===== src/rtl/riscv_pkg.sv =====
// Shared fetch-stage definitions: NOP encoding, buffer entry layout and default buffer depth.
package riscv_pkg;

    localparam int unsigned FETCH_DEPTH = 2;
    localparam logic [31:0] NOP_INSTR   = 32'h0000_0013;

    typedef struct packed {
        logic [63:0] pc;
        logic [31:0] instr;
        logic        filled;
        logic        misaligned;
    } fetch_entry_t;

endpackage


===== src/rtl/riscv_fetch_buffer.sv =====
// In-order fetch buffer: entries are allocated at request grant, filled by responses
// in the same order, and popped from the head once filled.
module riscv_fetch_buffer
    import riscv_pkg::*;
#(
    parameter int unsigned DEPTH = FETCH_DEPTH,
    localparam int unsigned PW   = $clog2(DEPTH),
    localparam int unsigned CW   = $clog2(DEPTH + 1)
) (
    input  logic         i_clk,
    input  logic         i_rst,
    input  logic         i_flush,
    input  logic         i_alloc,
    input  fetch_entry_t i_alloc_entry,
    input  logic         i_fill,
    input  logic [31:0]  i_fill_instr,
    input  logic         i_pop,
    output fetch_entry_t o_head,
    output logic [CW-1:0] o_entries,
    output logic [CW-1:0] o_unfilled
);

    logic [PW-1:0] r_alloc_ptr, r_fill_ptr, r_read_ptr;
    logic [CW-1:0] r_entries, r_unfilled;
    logic          w_fill, w_alloc_pending;
    fetch_entry_t  w_entries [DEPTH];

    // A response with nothing waiting for it is dropped rather than corrupting an entry.
    assign w_fill          = i_fill && (r_unfilled != '0);
    assign w_alloc_pending = i_alloc && !i_alloc_entry.filled;

    always_ff @(posedge i_clk or posedge i_rst) begin
        if (i_rst) begin
            r_alloc_ptr <= '0;
            r_fill_ptr  <= '0;
            r_read_ptr  <= '0;
            r_entries   <= '0;
            r_unfilled  <= '0;
        end else if (i_flush) begin
            r_alloc_ptr <= '0;
            r_fill_ptr  <= '0;
            r_read_ptr  <= '0;
            r_entries   <= '0;
            r_unfilled  <= '0;
        end else begin
            if (i_alloc)  r_alloc_ptr <= r_alloc_ptr + PW'(1);
            if (w_fill)   r_fill_ptr  <= r_fill_ptr + PW'(1);
            if (i_pop)    r_read_ptr  <= r_read_ptr + PW'(1);
            r_entries  <= r_entries + CW'(i_alloc) - CW'(i_pop);
            r_unfilled <= r_unfilled + CW'(w_alloc_pending) - CW'(w_fill);
        end
    end

    genvar gi;
    generate
        for (gi = 0; gi < DEPTH; gi++) begin : g_entry
            fetch_entry_t r_entry;
            // Alloc may reuse the slot being popped this cycle, so it takes priority.
            always_ff @(posedge i_clk or posedge i_rst) begin
                if (i_rst) begin
                    r_entry <= '0;
                end else if (i_flush) begin
                    r_entry <= '0;
                end else if (i_alloc && (r_alloc_ptr == PW'(gi))) begin
                    r_entry <= i_alloc_entry;
                end else if (w_fill && (r_fill_ptr == PW'(gi))) begin
                    r_entry.instr  <= i_fill_instr;
                    r_entry.filled <= 1'b1;
                end else if (i_pop && (r_read_ptr == PW'(gi))) begin
                    r_entry <= '0;
                end
            end
            assign w_entries[gi] = r_entry;
        end
    endgenerate

    assign o_head     = w_entries[r_read_ptr];
    assign o_entries  = r_entries;
    assign o_unfilled = r_unfilled;

endmodule


===== src/rtl/riscv_fetch.sv =====
// Instruction-fetch stage: req/gnt issue, response kill accounting and PC stall.
// Optional misaligned-PC trapping is enabled by defining RISCV_FETCH_MISALIGN_EN.
module riscv_fetch
    import riscv_pkg::*;
#(
    parameter int unsigned DEPTH = FETCH_DEPTH
) (
    input  logic        i_riscv_fetch_clk,
    input  logic        i_riscv_fetch_rst,
    input  logic [63:0] i_riscv_fetch_pc,
    output logic        o_riscv_fetch_stallpc,
    output logic        o_riscv_fetch_imem_req,
    output logic [63:0] o_riscv_fetch_imem_addr,
    input  logic        i_riscv_fetch_imem_gnt,
    input  logic        i_riscv_fetch_imem_rvalid,
    input  logic [31:0] i_riscv_fetch_imem_rdata,
    input  logic        i_riscv_fetch_flush,
    input  logic        i_riscv_fetch_stall,
    output logic        o_riscv_fetch_valid,
    output logic [31:0] o_riscv_fetch_instr,
    output logic [63:0] o_riscv_fetch_pc
`ifdef RISCV_FETCH_MISALIGN_EN
    ,
    output logic        o_riscv_fetch_misaligned
`endif
);

    localparam int unsigned CW  = $clog2(DEPTH + 1);
    localparam int unsigned CW1 = CW + 1;

    logic [CW-1:0] w_entries, w_unfilled, r_kill_cnt;
    logic [CW1-1:0] w_occupancy;
    fetch_entry_t  w_head, w_alloc_entry;
    logic w_pop, w_space, w_req, w_issue, w_alloc, w_fill, w_mis_alloc, w_flush_sub;

    assign w_pop       = w_head.filled && !i_riscv_fetch_stall && !i_riscv_fetch_flush;
    // Counting the pop lets a slot freed this cycle be re-requested immediately.
    assign w_occupancy = {1'b0, w_entries} + {1'b0, r_kill_cnt} - CW1'(w_pop);
    assign w_space     = !i_riscv_fetch_rst && !i_riscv_fetch_flush && (w_occupancy < CW1'(DEPTH));

`ifdef RISCV_FETCH_MISALIGN_EN
    logic r_blocked;
    logic w_misaligned_pc;

    assign w_misaligned_pc = (i_riscv_fetch_pc[1:0] != 2'b00);
    assign w_req           = w_space && !w_misaligned_pc && !r_blocked;
    assign w_mis_alloc     = w_space && w_misaligned_pc && !r_blocked;

    always_ff @(posedge i_riscv_fetch_clk or posedge i_riscv_fetch_rst) begin
        if (i_riscv_fetch_rst)        r_blocked <= 1'b0;
        else if (i_riscv_fetch_flush) r_blocked <= 1'b0;
        else if (w_mis_alloc)         r_blocked <= 1'b1;
    end

    assign o_riscv_fetch_misaligned = w_head.misaligned;
`else
    logic w_unused_bits;

    assign w_req         = w_space;
    assign w_mis_alloc   = 1'b0;
    assign w_unused_bits = ^{w_head.misaligned, i_riscv_fetch_pc[1:0]};
`endif

    assign w_issue = w_req && i_riscv_fetch_imem_gnt;
    assign w_alloc = w_issue || w_mis_alloc;
    assign w_fill  = i_riscv_fetch_imem_rvalid && (r_kill_cnt == '0);

    assign w_alloc_entry.pc         = i_riscv_fetch_pc;
    assign w_alloc_entry.instr      = w_mis_alloc ? NOP_INSTR : 32'h0;
    assign w_alloc_entry.filled     = w_mis_alloc;
    assign w_alloc_entry.misaligned = w_mis_alloc;

    // A response in the flush cycle either retires a kill or lands on an entry
    // that is itself being killed; either way it is one fewer response to drop later.
    assign w_flush_sub = i_riscv_fetch_imem_rvalid && ((r_kill_cnt != '0) || (w_unfilled != '0));

    always_ff @(posedge i_riscv_fetch_clk or posedge i_riscv_fetch_rst) begin
        if (i_riscv_fetch_rst)
            r_kill_cnt <= '0;
        else if (i_riscv_fetch_flush)
            r_kill_cnt <= r_kill_cnt + w_unfilled - CW'(w_flush_sub);
        else if (i_riscv_fetch_imem_rvalid && (r_kill_cnt != '0))
            r_kill_cnt <= r_kill_cnt - CW'(1);
    end

    riscv_fetch_buffer #(.DEPTH(DEPTH)) u_buffer (
        .i_clk         (i_riscv_fetch_clk),
        .i_rst         (i_riscv_fetch_rst),
        .i_flush       (i_riscv_fetch_flush),
        .i_alloc       (w_alloc),
        .i_alloc_entry (w_alloc_entry),
        .i_fill        (w_fill),
        .i_fill_instr  (i_riscv_fetch_imem_rdata),
        .i_pop         (w_pop),
        .o_head        (w_head),
        .o_entries     (w_entries),
        .o_unfilled    (w_unfilled)
    );

    assign o_riscv_fetch_imem_req  = w_req;
    assign o_riscv_fetch_imem_addr = {i_riscv_fetch_pc[63:2], 2'b00};
    assign o_riscv_fetch_stallpc   = i_riscv_fetch_rst || (!w_issue && !i_riscv_fetch_flush);
    assign o_riscv_fetch_valid     = w_head.filled;
    assign o_riscv_fetch_instr     = w_head.instr;
    assign o_riscv_fetch_pc        = w_head.pc;

endmodule


===== config.mk =====
export PLATFORM = sky130hd
export DESIGN_NAME = riscv_fetch
export DESIGN_NICKNAME = d
export VERILOG_FILES = /design/src/rtl/riscv_pkg.sv /design/src/rtl/riscv_fetch_buffer.sv /design/src/rtl/riscv_fetch.sv
export SDC_FILE = /design/constraint.sdc
export NUM_CORES = 1
export LEC_CHECK = 0
export CAP_MARGIN = 10
export CORE_MARGIN = 2
export CORE_UTILIZATION = 30
export DETAILED_ROUTE_END_ITERATION = 16
export SETUP_SLACK_MARGIN = 0.4
export SLEW_MARGIN = 5
export SYNTH_ARGS = -nofsm -noshare
export SYNTH_HDL_FRONTEND = slang
export SYNTH_HIERARCHICAL = 1
export SYNTH_SLANG_ARGS = --single-unit

===== constraint.sdc =====
create_clock -name i_riscv_fetch_clk -period 18.7 [get_ports i_riscv_fetch_clk]
set_clock_uncertainty 0.2 [all_clocks]
set_input_delay 4.675 -clock i_riscv_fetch_clk [delete_from_list [all_inputs] [get_ports i_riscv_fetch_clk]]
set_output_delay 4.675 -clock i_riscv_fetch_clk [all_outputs]
set_load 0.02 [all_outputs]

---- Word level (Yosys, flattened, before mapping) ----
Index checks and enable logic that the tools add are counted.
cells by class
  reduce and logical (&&, ||, !) cells .... 35
  muxes and demuxes ....................... 25
  add/subtract/negate cells ............... 12
  bitwise gates (word level) .............. 4
  equality and inequality tests ........... 2
  order comparisons ....................... 2
operators with widths
  cell                                                 number
  two-way mux 98 bit                                   9
  two-way mux 64 bit                                   2
  two-way mux 33 bit                                   2
  logical AND 1 bit                                    16
  nonzero test 2 bit                                   6
  two-way mux 1 bit                                    8
  two-way mux 2 bit                                    4
  nonzero test 4 bit                                   2
  != test 3 x 2 -> 1 bit (second input constant)       2
  nonzero test 3 bit                                   2
  subtractor 2 x 1 -> 2 bit                            3
  adder 2 x 1 -> 2 bit                                 2
  logical NOT 1 bit                                    4
  AND reduction 2 bit                                  2
  adder 1 bit (second input constant)                  3
  adder 2 x 2 -> 3 bit                                 1
  < comparator 3 x 2 -> 1 bit (second input constant)  1
  NOT 1 bit                                            3
  subtractor 3 x 1 -> 3 bit                            1
  adder 2 bit                                          1
  >= comparator 2 bit (second input constant)          1
  logical NOT 2 bit                                    1
  logical OR 1 bit                                     2
  NOT 1 -> 2 bit                                       1
  subtractor 2 x 1 -> 2 bit (second input constant)    1
word-level totals
  input bits .............................. 102
  output and inout port bits .............. 163
  register bits ........................... 205
  word-level logic and storage cells ...... 94

---- Logic depth before layout (Yosys ltp) ----
Gate-level depths: netlist of run 1.
  word-level depth ........................ 13
  depth in mapped cells ................... 17
  mapped depth without buffers ............ 15

---- Modules after synthesis ----
Netlist of run 1, hierarchy kept.
by module, submodules not included
  module              cells each  sequential area each (sq um)  area each (sq um)  times used
  riscv_fetch_buffer  995         5079.9                        10644.0            1
  riscv_fetch         98          50.0                          782.0              1

---- Worst setup path before layout of run 1 ----
OpenSTA, ideal clock, no wires.
  kind .................................... input -> output
  start point ............................. input i_riscv_fetch_flush
  end point ............................... output o_riscv_fetch_stallpc
  required time ........................... 13.825 ns
  data arrival time ....................... 6.946 ns
  cell stages on the path ................. 7
  path buffers ............................ 0
  setup slack ............................. 6.879 ns
  path through ............................ nor3b_1 > ha_1 > nand2b_1 > fa_1 > xor2_1 > and3_1 > o21ai_0
on the way
  word-level cells in the longest chain between the ends .. 9
  elaborated cells between the ends (all ways) .. 10
ends and longest elaborated chain
  element                      line                                                      source
  start, declared              riscv_fetch.sv:17                                         input logic i_riscv_fetch_flush,
  logical NOT 1 bit *          riscv_fetch.sv:36, riscv_fetch.sv:39, riscv_fetch.sv:102
  logical AND 1 bit            riscv_fetch.sv:36                                         assign w_pop = w_head.filled && !i_riscv_fetch_stall && !i_riscv_fetch_flush;
  subtractor 3 x 1 -> 3 bit    riscv_fetch.sv:38                                         assign w_occupancy = {1'b0, w_entries} + {1'b0, r_kill_cnt} - CW1'(w_pop);
  < comparator 3 x 2 -> 1 bit  riscv_fetch.sv:39                                         assign w_space = !i_riscv_fetch_rst && !i_riscv_fetch_flush && (w_occupancy < CW1'(DEPTH));
  logical AND 1 bit            riscv_fetch.sv:39
  logical AND 1 bit            riscv_fetch.sv:64                                         assign w_issue = w_req && i_riscv_fetch_imem_gnt;
  logical NOT 1 bit            riscv_fetch.sv:102                                        assign o_riscv_fetch_stallpc = i_riscv_fetch_rst || (!w_issue && !i_riscv_fetch_flush);
  logical AND 1 bit *          riscv_fetch.sv:102
  logical OR 1 bit *           riscv_fetch.sv:102
  end, declared                riscv_fetch.sv:11                                         output logic o_riscv_fetch_stallpc,
Mark *: on every way between the ends. The rest lies on a longest branch, timed or not.

---- Worst setup path in the final report of run 1 ----
  start point ............................. input i_riscv_fetch_stall
  end point ............................... output o_riscv_fetch_stallpc
on the way
  word-level cells in the longest chain between the ends .. 10
ends and longest elaborated chain
  element                         line                source
  start, declared                 riscv_fetch.sv:18   input logic i_riscv_fetch_stall,
  logical NOT 1 bit               riscv_fetch.sv:36
  logical AND 1 bit (2 in a row)  riscv_fetch.sv:36
  via w_pop                       riscv_fetch.sv:34   logic w_pop, w_space, w_req, w_issue, w_alloc, w_fill, w_mis_alloc, w_flush_sub;
  subtractor 3 x 1 -> 3 bit       riscv_fetch.sv:38
  < comparator 3 x 2 -> 1 bit     riscv_fetch.sv:39
  logical AND 1 bit               riscv_fetch.sv:39
  logical AND 1 bit               riscv_fetch.sv:64
  logical NOT 1 bit               riscv_fetch.sv:102
  logical AND 1 bit               riscv_fetch.sv:102
  logical OR 1 bit                riscv_fetch.sv:102
The timed path passes the listed nets, and every way through them passes these cells.

==> summary.md, run 1 <==
| Metric | Value |
|---|---|
| Layout cell share with drive strength beyond 1 | a little over an eighth |
| Power density over cell area | between 80 and 90 nW/um2 |
| CTS buffer count | 25 |
| Vias in the first global route | 8941 |
| Non-Filler Instances | roughly 1800 |
| Max-slew violations | 0 |
| First-pass GRT wire length | between 50 and 60 mm |
| CTS sink count | a little over 200 |
| WS Path Type | in2out |
| CTS Buffer Depth | 3 |
| Seq pwr share | a little under two fifths |
| ANT cells | 0 |
| Skew-Pair Late Insertion Delay | approximately 0.52 ns |
| HPWL Detailed | 18.9 mm |
| Worst hold path type | reg2reg |
| Via/cell ratio | a little over 5 |
| Commonest non-fill, non-tap cells in the layout | clkdlybuf4s50_1 (261), dfrtp_1 (202), nand3b_1 (128), o22ai_1 (128), nand2b_1 (119) |
| Final hold vios | 0 |
| Internal Power | ~0.0009 W |
| Leak | 6.13 nW |
| Avg WL per Cell | ~18 um |
| Gate power share | approximately 19% |
| CP Capture Type | primary output |
| Clk slew on worst S/H paths | roughly 0.06 ns |
| Critical Path AT | 7.97 ns |
| Final Setup Violations | 0 |
| Crit start category | primary input |
| Switching share of power | 26.7% |
| Initial Utilization | between 30% and 40% |
| DR vias | 9053 |
| Gpl congestion | slightly below 0.8 |
| Net switching power | ~0.00033 W |
| Yosys warning count | 6 |
| Fmax | just under 80 MHz |
| IO Port Bufs | 262 |
| Largest net degree at the start of global routing | 142 |
| Final WL | 32.3 mm |
| Commonest non-fill, non-tap cell in the layout | clkdlybuf4s50_1 |
| Synthesized area per cell | ~10 um2 |
| Nets | 1365 |
| Dpl ws | a little under 6 ns |
| Die Span Y | approximately 200 um |
| Peak fanout along the critical path | 7 |
| Total Neg Setup Slack | 0 ns |
| Cell Area, Synth | 11300 um2 |
| CTS resizes | 0 |
| H-tree levels | 1 |
| # IOs | 265 |
| WP data required | approximately 14 ns |
| Die width | between 150 and 200 um |
| DRT antenna net count | 0 |
| Outcome | completed |
| Post-layout min period | around 13 ns |
| Core area | roughly 37000 um2 |
| Die Footprint | 39300 um2 |
| All-Layer GR Usage | 16.1% |
| DRC Markers | 0 |
| Clock Power Share | between 40 and 50% |
| Length of the first detailed-routing pass in iterations | 5 |
| Cell count after placement | between 1500 and 2000 |
| Unrepaired setup endpoints after global routing | no |
| Mapped Cells | ~1100 |
| Post-route setup slack | 5.86 ns |
| CTS tree | yes |
| Fin crit share | between 60% and 70% |
| Area grow syn2layout | 30.7% |
| Cts hold-fix bufs | 0 |
| Tightest Pin Transition | roughly 1.1 ns |
| Root buf cell | clkbuf_16 |
| Setup Fix Bufs, Post-CTS | 0 |
| Row cnt | 71 |
| MaxCap Viol Count | 0 |
| IR drop worst, VDD | just under 0.06 mV |
| Final hold slack | 0.296 ns |
| DRT iter0 DRCs | between 500 and 600 |
| Slew headroom | between 20% and 30% |
| Total grt overflow | 0 |
| Pwr Total | 0.00123 W |
| Initial antenna violation count | 0 |
[worst max-delay path: stages]
cell and delay (ns):
clkdlybuf4s50_1 0.40, nor3b_1 0.84, ha_1 0.38, nand2b_1 0.16
fa_1 0.38, xor2_1 0.16, and3_1 0.17, o21ai_0 0.15
clkdlybuf4s50_1 0.64
[sequential cells by signal, indices dropped and copies added, names as in the netlist]
register	flops
u_buffer/o_unfilled	2
u_buffer/r_read_ptr	1
u_buffer/g_entry.r_entry	194
u_buffer/r_fill_ptr	1
u_buffer/o_entries	2
u_buffer/r_alloc_ptr	1
r_kill_cnt	2
[worst paths after layout]
kind                                                 from                         endpoint  slack [ns]  cells after the start
min                        u_buffer/g_entry[1].r_entry[1]   u_buffer/g_entry[1].r_entry[1]        0.30                      1
min reg2reg                u_buffer/g_entry[1].r_entry[1]   u_buffer/g_entry[1].r_entry[1]        0.30                      1
max                                   i_riscv_fetch_stall            o_riscv_fetch_stallpc        5.86                      9
max in group asynchronous               i_riscv_fetch_rst  u_buffer/g_entry[1].r_entry[56]       12.14                      3
min in group asynchronous               i_riscv_fetch_rst                    r_kill_cnt[1]        4.35                      2
max reg2reg                           u_buffer/r_read_ptr   u_buffer/g_entry[1].r_entry[7]       12.91                     13
[power groups by stage]
stage	combinational, W	clock [W]	sequential [W]
floorplan	0.000154	0	0.000473
global placement	0.000236	0	0.000477
detailed placement	0.000237	0	0.000478
CTS	0.000240	0.000539	0.000470
global route	0.000257	0.000559	0.000472
finish	0.000237	0.000523	0.000470
[metrics by stage]
step | utilization, % | cell area (um2)
after floorplan | - | 11500
after global placement | 37.2 | 13900
after detailed placement | 37.2 | 13900
after CTS | 39.6 | 14800
after global routing | 39.6 | 14800
final | 39.6 | 14800
[final cells by class]
cell class	count	area (um2)
Multi-Input combinational cell	735	5420
Clock inverter	4	120
Sequential cell	203	5080
Tap cell	511	639
Inverter	11	48.8
Timing Repair Buffer	277	2740
Clock buffer	39	768
Fill cell	3602	22600
[metal layers]
layer	up-vias	track usage (%)	wire length [um]
li1	4229	-	-
met1	4469	23.0	14800
met2	318	25.8	14900
met3	37	2.79	2150
met4	0	3.01	496
met5	-	0	0
(Power assumes the default switching activity.)
==> run 2, diff against run 1 <==
==> constraint.sdc (replaced) <==
create_clock -name i_riscv_fetch_clk -period 11.9 [get_ports i_riscv_fetch_clk]
set_clock_uncertainty 0.2 [all_clocks]
set_input_delay 2.975 -clock i_riscv_fetch_clk [delete_from_list [all_inputs] [get_ports i_riscv_fetch_clk]]
set_output_delay 2.975 -clock i_riscv_fetch_clk [all_outputs]
set_load 0.02 [all_outputs]
==> summary.md, run 2 (synthesized netlist as in run 1, its figures left out) <==
| Metric | Value |
|---|---|
| Outcome | completed (unchanged) |
| Die Span Y | 198 um (unchanged) |
| Commonest non-fill, non-tap cell in the layout | clkdlybuf4s50_1 (unchanged) |
| Final hold vios | 0 (unchanged) |
| Leak | 6.12 nW (was 6.13 nW) |
| Power density over cell area | 127 nW/um2 (was 83.0 nW/um2) |
| H-tree levels | 1 (unchanged) |
| Cell count after placement | 1738 (was 1737) |
| CTS tree | yes (unchanged) |
| Die Footprint | 39300 um2 (unchanged) |
| Final hold slack | 0.293 ns (was 0.296 ns) |
| DR vias | 8938 (was 9053) |
| Critical Path AT | 6.26 ns (was 7.97 ns) |
| CP Capture Type | primary output (unchanged) |
| Slew headroom | 26.0% (was 24.3%) |
| HPWL Detailed | 19.0 mm (was 18.9 mm) |
| Worst hold path type | reg2reg (unchanged) |
| Biggest register | u_buffer/g_entry.r_entry (unchanged) |
| Crit start category | primary input (unchanged) |
| IO Port Bufs | 262 (unchanged) |
| Clk slew on worst S/H paths | 0.06 ns (about the same) |
| MaxCap Viol Count | 0 (unchanged) |
| Commonest non-fill, non-tap cells in the layout | clkdlybuf4s50_1 (261), dfrtp_1 (202), nand3b_1 (128), o22ai_1 (128), nand2b_1 (119) (unchanged) |
| Hold Startpoint | u_buffer/g_entry[1].r_entry[2] (was u_buffer/g_entry[1].r_entry[1]) |
| Switching share of power | 27.0% (was 26.7%) |
| R2r worst-path depth | 13 (unchanged) |
| Final Setup Violations | 0 (unchanged) |
| First-pass GRT wire length | 50.8 mm (was 51.2 mm) |
| WP data required | 8.73 ns (was 13.82 ns) |
| Critical R2R Launch | u_buffer/r_read_ptr (unchanged) |
| Root buf cell | clkbuf_16 (unchanged) |
| Core area | 37400 um2 (unchanged) |
| Total grt overflow | 0 (unchanged) |
| M2 GR Usage | 26.5% (was 25.8%) |
| Hold Path End | u_buffer/g_entry[1].r_entry[2] (was u_buffer/g_entry[1].r_entry[1]) |
| Clock Power Share | 40.8% (was 42.5%) |
| Row cnt | 71 (unchanged) |
| Internal Power | 0.00137 W (was 0.000902 W) |
| Die width | 198 um (unchanged) |
| Post-layout min period | about 9.4 ns |
| Max-slew violations | 0 (unchanged) |
| Skew-Pair Late Insertion Delay | 0.52 ns (about the same) |
| Setup Fix Bufs, Post-CTS | 0 (unchanged) |
| Length of the first detailed-routing pass in iterations | 5 (unchanged) |
| CTS buffer count | 26 (was 25) |
| WS Path Type | in2out (unchanged) |
| Fin crit share | 79.3% |
| Unrepaired setup endpoints after global routing | no (unchanged) |
| Reg2reg setup slack | 6.23 ns (was 12.91 ns) |
| CTS Buffer Depth | 3 (unchanged) |
| Tightest Pin Transition | 1.11 ns (was 1.13 ns) |
| M1 GR Usage | 22.2% (was 23.0%) |
| Layout cell share with drive strength beyond 1 | 13.3% (was 13.2%) |
| DRT antenna net count | 0 (unchanged) |
| Gate power share | 19.8% (was 19.3%) |
| Initial antenna violation count | 0 (unchanged) |
| Seq pwr share | 39.4% (was 38.2%) |
| Max FFs per register | 194 (unchanged) |
| Cts hold-fix bufs | 0 (unchanged) |
| Via/cell ratio | 5.01 (was 5.09) |
| Non-Filler Instances | 1783 (was 1780) |
| Grt peak-use layer | met2 (unchanged) |
| Hold Path Stages | 1 (unchanged) |
| Met3 usage | 2.78% (was 2.79%) |
| Initial Utilization | 30.3% (unchanged) |
| DRT iter0 DRCs | 663 (was 576) |
| Largest net degree at the start of global routing | 133 (was 142) |
| Fmax | approximately 110 MHz |
| All-Layer GR Usage | 16.0% (was 16.1%) |
| Avg WL per Cell | 18.0 um (was 18.2 um) |
| Area grow syn2layout | 30.4% (was 30.7%) |
| Gpl congestion | 0.775 (was 0.774) |
| R2R Path End | u_buffer/g_entry[1].r_entry[15] (was u_buffer/g_entry[1].r_entry[7]) |
| DRC Markers | 0 (unchanged) |
| Vias in the first global route | 9012 (was 8941) |
| Nets | 1367 (was 1365) |
| Total Neg Setup Slack | 0 ns (unchanged) |
| Final WL | 32.2 mm (was 32.3 mm) |
| IR drop worst, VDD | 0.0809 mV (was 0.0590 mV) |
| ANT cells | 0 (unchanged) |
| CTS resizes | 0 (unchanged) |
| Peak fanout along the critical path | 7 (unchanged) |
| Net switching power | 0.000507 W (was 0.000328 W) |
| CTS sink count | 203 (unchanged) |
| # IOs | 265 (unchanged) |
-- run 2: cell count changes in the layout (fill, tap and decap cells not counted) --
cell | before | now
buf_4 | 15 | 16
clkinvlp_4 | 0 | 1
clkbuf_8 | 9 | 7
clkbuf_1 | 5 | 6
clkbuf_16 | 25 | 27
clkinv_2 | 0 | 3
bufinv_16 | 4 | 1
-- run 2: critical path, stage by stage --
cell	delay, ns
clkdlybuf4s50_1	0.41
nor3b_1	0.84
ha_1	0.38
nand2b_1	0.15
fa_1	0.38
xor2_1	0.16
and3_1	0.18
o21ai_0	0.15
clkdlybuf4s50_1	0.64
-- run 2: worst max path at each step --
| stage | start | endpoint | slack [ns] | depth (start not counted) |
|---|---|---|---|---|
| floorplan | i_riscv_fetch_rst | u_buffer/g_entry[0].r_entry[10] | 3.24 | 1 |
| global placement | i_riscv_fetch_stall | o_riscv_fetch_stallpc | 2.57 | 9 |
| detailed placement | i_riscv_fetch_stall | o_riscv_fetch_stallpc | 2.50 | 9 |
| CTS | i_riscv_fetch_stall | o_riscv_fetch_stallpc | 2.49 | 9 |
| global route | i_riscv_fetch_stall | o_riscv_fetch_stallpc | 2.27 | 9 |
| finish | i_riscv_fetch_stall | o_riscv_fetch_stallpc | 2.47 | 9 |
-- run 2: cell type report --
class / instances / area [um2]
fill: 3620 / 22600
clock inverter: 5 / 52.6
clock buffer: 40 / 795
inverter: 11 / 48.8
tap: 511 / 639
sequential: 203 / 5080
timing repair buffer: 278 / 2740
multi-input combinational: 735 / 5420
-- run 2: power by group through the flow --
stage / Clock (W) / Sequential, W / Combinational (W)
floorplan: 0 / 0.000743 / 0.000241
global placement: 0 / 0.000750 / 0.000371
detailed placement: 0 / 0.000750 / 0.000373
CTS: 0.000794 / 0.000739 / 0.000375
global route: 0.000823 / 0.000742 / 0.000402
finish: 0.000766 / 0.000739 / 0.000371
-- run 2: routing by layer --
metal	wire, um	part of all wire (%)
met3	2210	6.9
met2	15100	47
met1	14600	45
met5	0	0
met4	258	0.80
-- run 2: per-stage QoR --
stage	util (%)	setup slack (ns)	power, W	area, um2
finish	39.5	2.47	0.00188	14800
global route	39.5	2.27	0.00197	14800
CTS	39.5	2.49	0.00191	14800
detailed placement	37.2	2.50	0.00112	13900
global placement	37.2	2.57	0.00112	13900
floorplan	-	3.24	0.000984	11500
==> run 3, diff against run 2 <==
==> constraint.sdc (replaced) <==
create_clock -name i_riscv_fetch_clk -period 8.2 [get_ports i_riscv_fetch_clk]
set_clock_uncertainty 0.2 [all_clocks]
set_input_delay 2.05 -clock i_riscv_fetch_clk [delete_from_list [all_inputs] [get_ports i_riscv_fetch_clk]]
set_output_delay 2.05 -clock i_riscv_fetch_clk [all_outputs]
set_load 0.02 [all_outputs]
==> summary.md, run 3 (synthesized netlist as in run 1, its figures left out) <==
| Metric | Value |
|---|---|
| IR drop worst, VDD | 0.141 mV (was 0.0809 mV) |
| Largest net degree at the start of global routing | 130 (was 133) |
| MaxCap Viol Count | 0 (unchanged) |
| ANT cells | 0 (unchanged) |
| Initial Utilization | 30.3% (unchanged) |
| Critical Path AT | 4.72 ns (was 6.26 ns) |
| DRT iter0 DRCs | 494 (was 663) |
| DRC Markers | 0 (unchanged) |
| Length of the first detailed-routing pass in iterations | 5 (unchanged) |
| Row cnt | 71 (unchanged) |
| CTS buffer count | 24 (was 26) |
| Commonest non-fill, non-tap cell in the layout | clkdlybuf4s50_1 (unchanged) |
| Hold Path Stages | 1 (unchanged) |
| Crit-path max cell delay | 0.63 ns (was 0.84 ns) |
| # IOs | 265 (unchanged) |
| CTS Buffer Depth | 3 (unchanged) |
| Total Neg Setup Slack | 0 ns (unchanged) |
| WS Path Type | in2out (unchanged) |
| Worst hold path type | reg2reg (unchanged) |
| Worst path most repeated cell | clkdlybuf4s50_1 (unchanged) |
| Dpl ws | 1.21 ns (was 2.50 ns) |
| Core area | 37400 um2 (unchanged) |
| Final WL | 32.6 mm (was 32.2 mm) |
| Biggest register | u_buffer/g_entry.r_entry (unchanged) |
| All-Layer GR Usage | 16.0% (about the same) |
| Area grow syn2layout | 30.1% (was 30.4%) |
| Peak fanout along the critical path | 7 (unchanged) |
| Initial antenna violation count | 0 (unchanged) |
| Final hold vios | 0 (unchanged) |
| Avg WL per Cell | 18.3 um (was 18.0 um) |
| HPWL Detailed | 19.3 mm (was 19.0 mm) |
| Crit-path slowest cell | clkdlybuf4s50_1 (was nor3b_1) |
| CP Capture Type | primary output (unchanged) |
| Crit start category | primary input (unchanged) |
| Setup Fix Bufs, Post-CTS | 0 (unchanged) |
| Area of the multi-input gates | 5420 um2 (unchanged) |
| Die Span Y | 198 um (unchanged) |
| Nets | 1369 (was 1367) |
| Clk slew on worst S/H paths | 0.06 ns (about the same) |
| DR vias | 8988 (was 8938) |
| CTS resizes | 0 (unchanged) |
| Root buf cell | clkbuf_16 (unchanged) |
| Final Setup Violations | 0 (unchanged) |
| R2r worst-path depth | 14 (was 13) |
| CTS tree | yes (unchanged) |
| Die Footprint | 39300 um2 (unchanged) |
| IO Port Bufs | 262 (unchanged) |
| Register area | 5080 um2 (unchanged) |
| H-tree levels | 1 (unchanged) |
| Layout cell share with drive strength beyond 1 | 13.1% (was 13.3%) |
| Total grt overflow | 0 (unchanged) |
| Gpl congestion | 0.752 (was 0.775) |
| Slew headroom | 27.8% (was 26.0%) |
| Die width | 198 um (unchanged) |
| Leak | 6.10 nW (was 6.12 nW) |
| WP data required | 5.95 ns (was 8.73 ns) |
| Outcome | completed (unchanged) |
| Via/cell ratio | 5.04 (was 5.01) |
| Crit-path leading delay family | buffers and inverters (was simple AND/OR/NAND/NOR gates) |
| Fmax | roughly 140 MHz |
| Worst-path cell chain | clkdlybuf4s50_1 > nor3b_1 > buf_4 > ha_1 > nand2b_1 > fa_1 > xor2_1 > and3_1 > o21ai_0 > clkdlybuf4s50_1 (was clkdlybuf4s50_1 > nor3b_1 > ha_1 > nand2b_1 > fa_1 > xor2_1 > and3_1 > o21ai_0 > clkdlybuf4s50_1) |
| First-pass GRT wire length | 50.9 mm (was 50.8 mm) |
| Skew-Pair Late Insertion Delay | 0.52 ns (about the same) |
| DRT antenna net count | 0 (unchanged) |
| Vias in the first global route | 9190 (was 9012) |
| Crit. path cell count | 10 (was 9) |
| Buffers & Inverters on Critical Path | 3 (was 2) |
| Max FFs per register | 194 (unchanged) |
| Post-layout min period | ~7.0 ns |
| Post-route setup slack | 1.23 ns (was 2.47 ns) |
| Tightest Pin Transition | 1.08 ns (was 1.11 ns) |
| Unrepaired setup endpoints after global routing | no (unchanged) |
| Fin crit share | approximately 85% |
| Power density over cell area | 181 nW/um2 (was 127 nW/um2) |
| Fillcell total | 3652 (was 3620) |
| Commonest non-fill, non-tap cells in the layout | clkdlybuf4s50_1 (261), dfrtp_1 (202), nand3b_1 (128), o22ai_1 (128), nand2b_1 (119) (unchanged) |
| CTS sink count | 203 (unchanged) |
| Max-slew violations | 0 (unchanged) |
| Cts hold-fix bufs | 0 (unchanged) |
-- run 3: cell count changes in the layout (fill, tap and decap cells not counted), sizes merged --
cell,change
buf,+4
clkbuf,-2
clkinv,-1
clkinvlp,-1
-- run 3: report_power, final --
group | leakage, nW | internal [W] | switching (W)
registers | 2.82 | 0.00104 | 0.0000270
clock network | 0.375 | 0.000631 | 0.000417
logic | 2.90 | 0.000255 | 0.000288
total | 6.10 | 0.00193 | 0.000732
-- run 3: area by class of cell --
type	instances	share of cell area, %
inverters	11	0.331
clock buffers	38	4.92
multi-input cells	735	36.7
repair buffers	282	18.9
flip-flops and latches	203	34.5
clock inverters	3	0.272
well taps	511	4.34
-- run 3: worst paths after layout --
path                                                      from                              end  slack, ns
worst max-delay path                       i_riscv_fetch_stall            o_riscv_fetch_stallpc       1.23
worst min-delay path            u_buffer/g_entry[1].r_entry[1]   u_buffer/g_entry[1].r_entry[1]       0.29
worst max register to register             u_buffer/r_read_ptr  u_buffer/g_entry[1].r_entry[22]       3.39
worst min register to register  u_buffer/g_entry[1].r_entry[1]   u_buffer/g_entry[1].r_entry[1]       0.29
max in group asynchronous                    i_riscv_fetch_rst  u_buffer/g_entry[1].r_entry[50]       4.60
min in group asynchronous                    i_riscv_fetch_rst                    r_kill_cnt[1]       1.72
-- run 3: worst register-to-register path: stages (launching register included) --
cell and delay, ns:
dfrtp_4 0.83, mux2_2 0.46, nor3b_1 0.15, buf_4 0.18, ha_1 0.28, nand2b_1 0.16
fa_1 0.37, xor2_1 0.18, nand2_1 0.11, nor4b_2 0.26, buf_4 0.24, a221oi_4 0.09
buf_4 0.28, and2_1 0.44, a221o_1 0.47
-- run 3: stage by stage --
step / power (W) / util (%) / instance area [um2] / hold slack, ns / std cells
2_1_floorplan: 0.00143 / - / 11500 / 0.251 / 1122
3_5_place_dp: 0.00163 / 37.4 / 14000 / 0.277 / 1742
4_1_cts: 0.00270 / 39.4 / 14700 / 0.296 / 1783
5_1_grt: 0.00278 / 39.4 / 14700 / 0.315 / 1783
6_report: 0.00266 / 39.4 / 14700 / 0.290 / 1783
3_3_place_gp: 0.00163 / 37.4 / 14000 / 0.274 / 1742
-- run 3: per-layer routing --
metal | share of wire (%) | track usage [%] | up-vias
met5 | 0 | 0 | -
met4 | 2.3 | 4.07 | 0
met3 | 5.1 | 2.57 | 46
met2 | 47 | 26.4 | 265
met1 | 46 | 22.0 | 4462
li1 | - | - | 4215
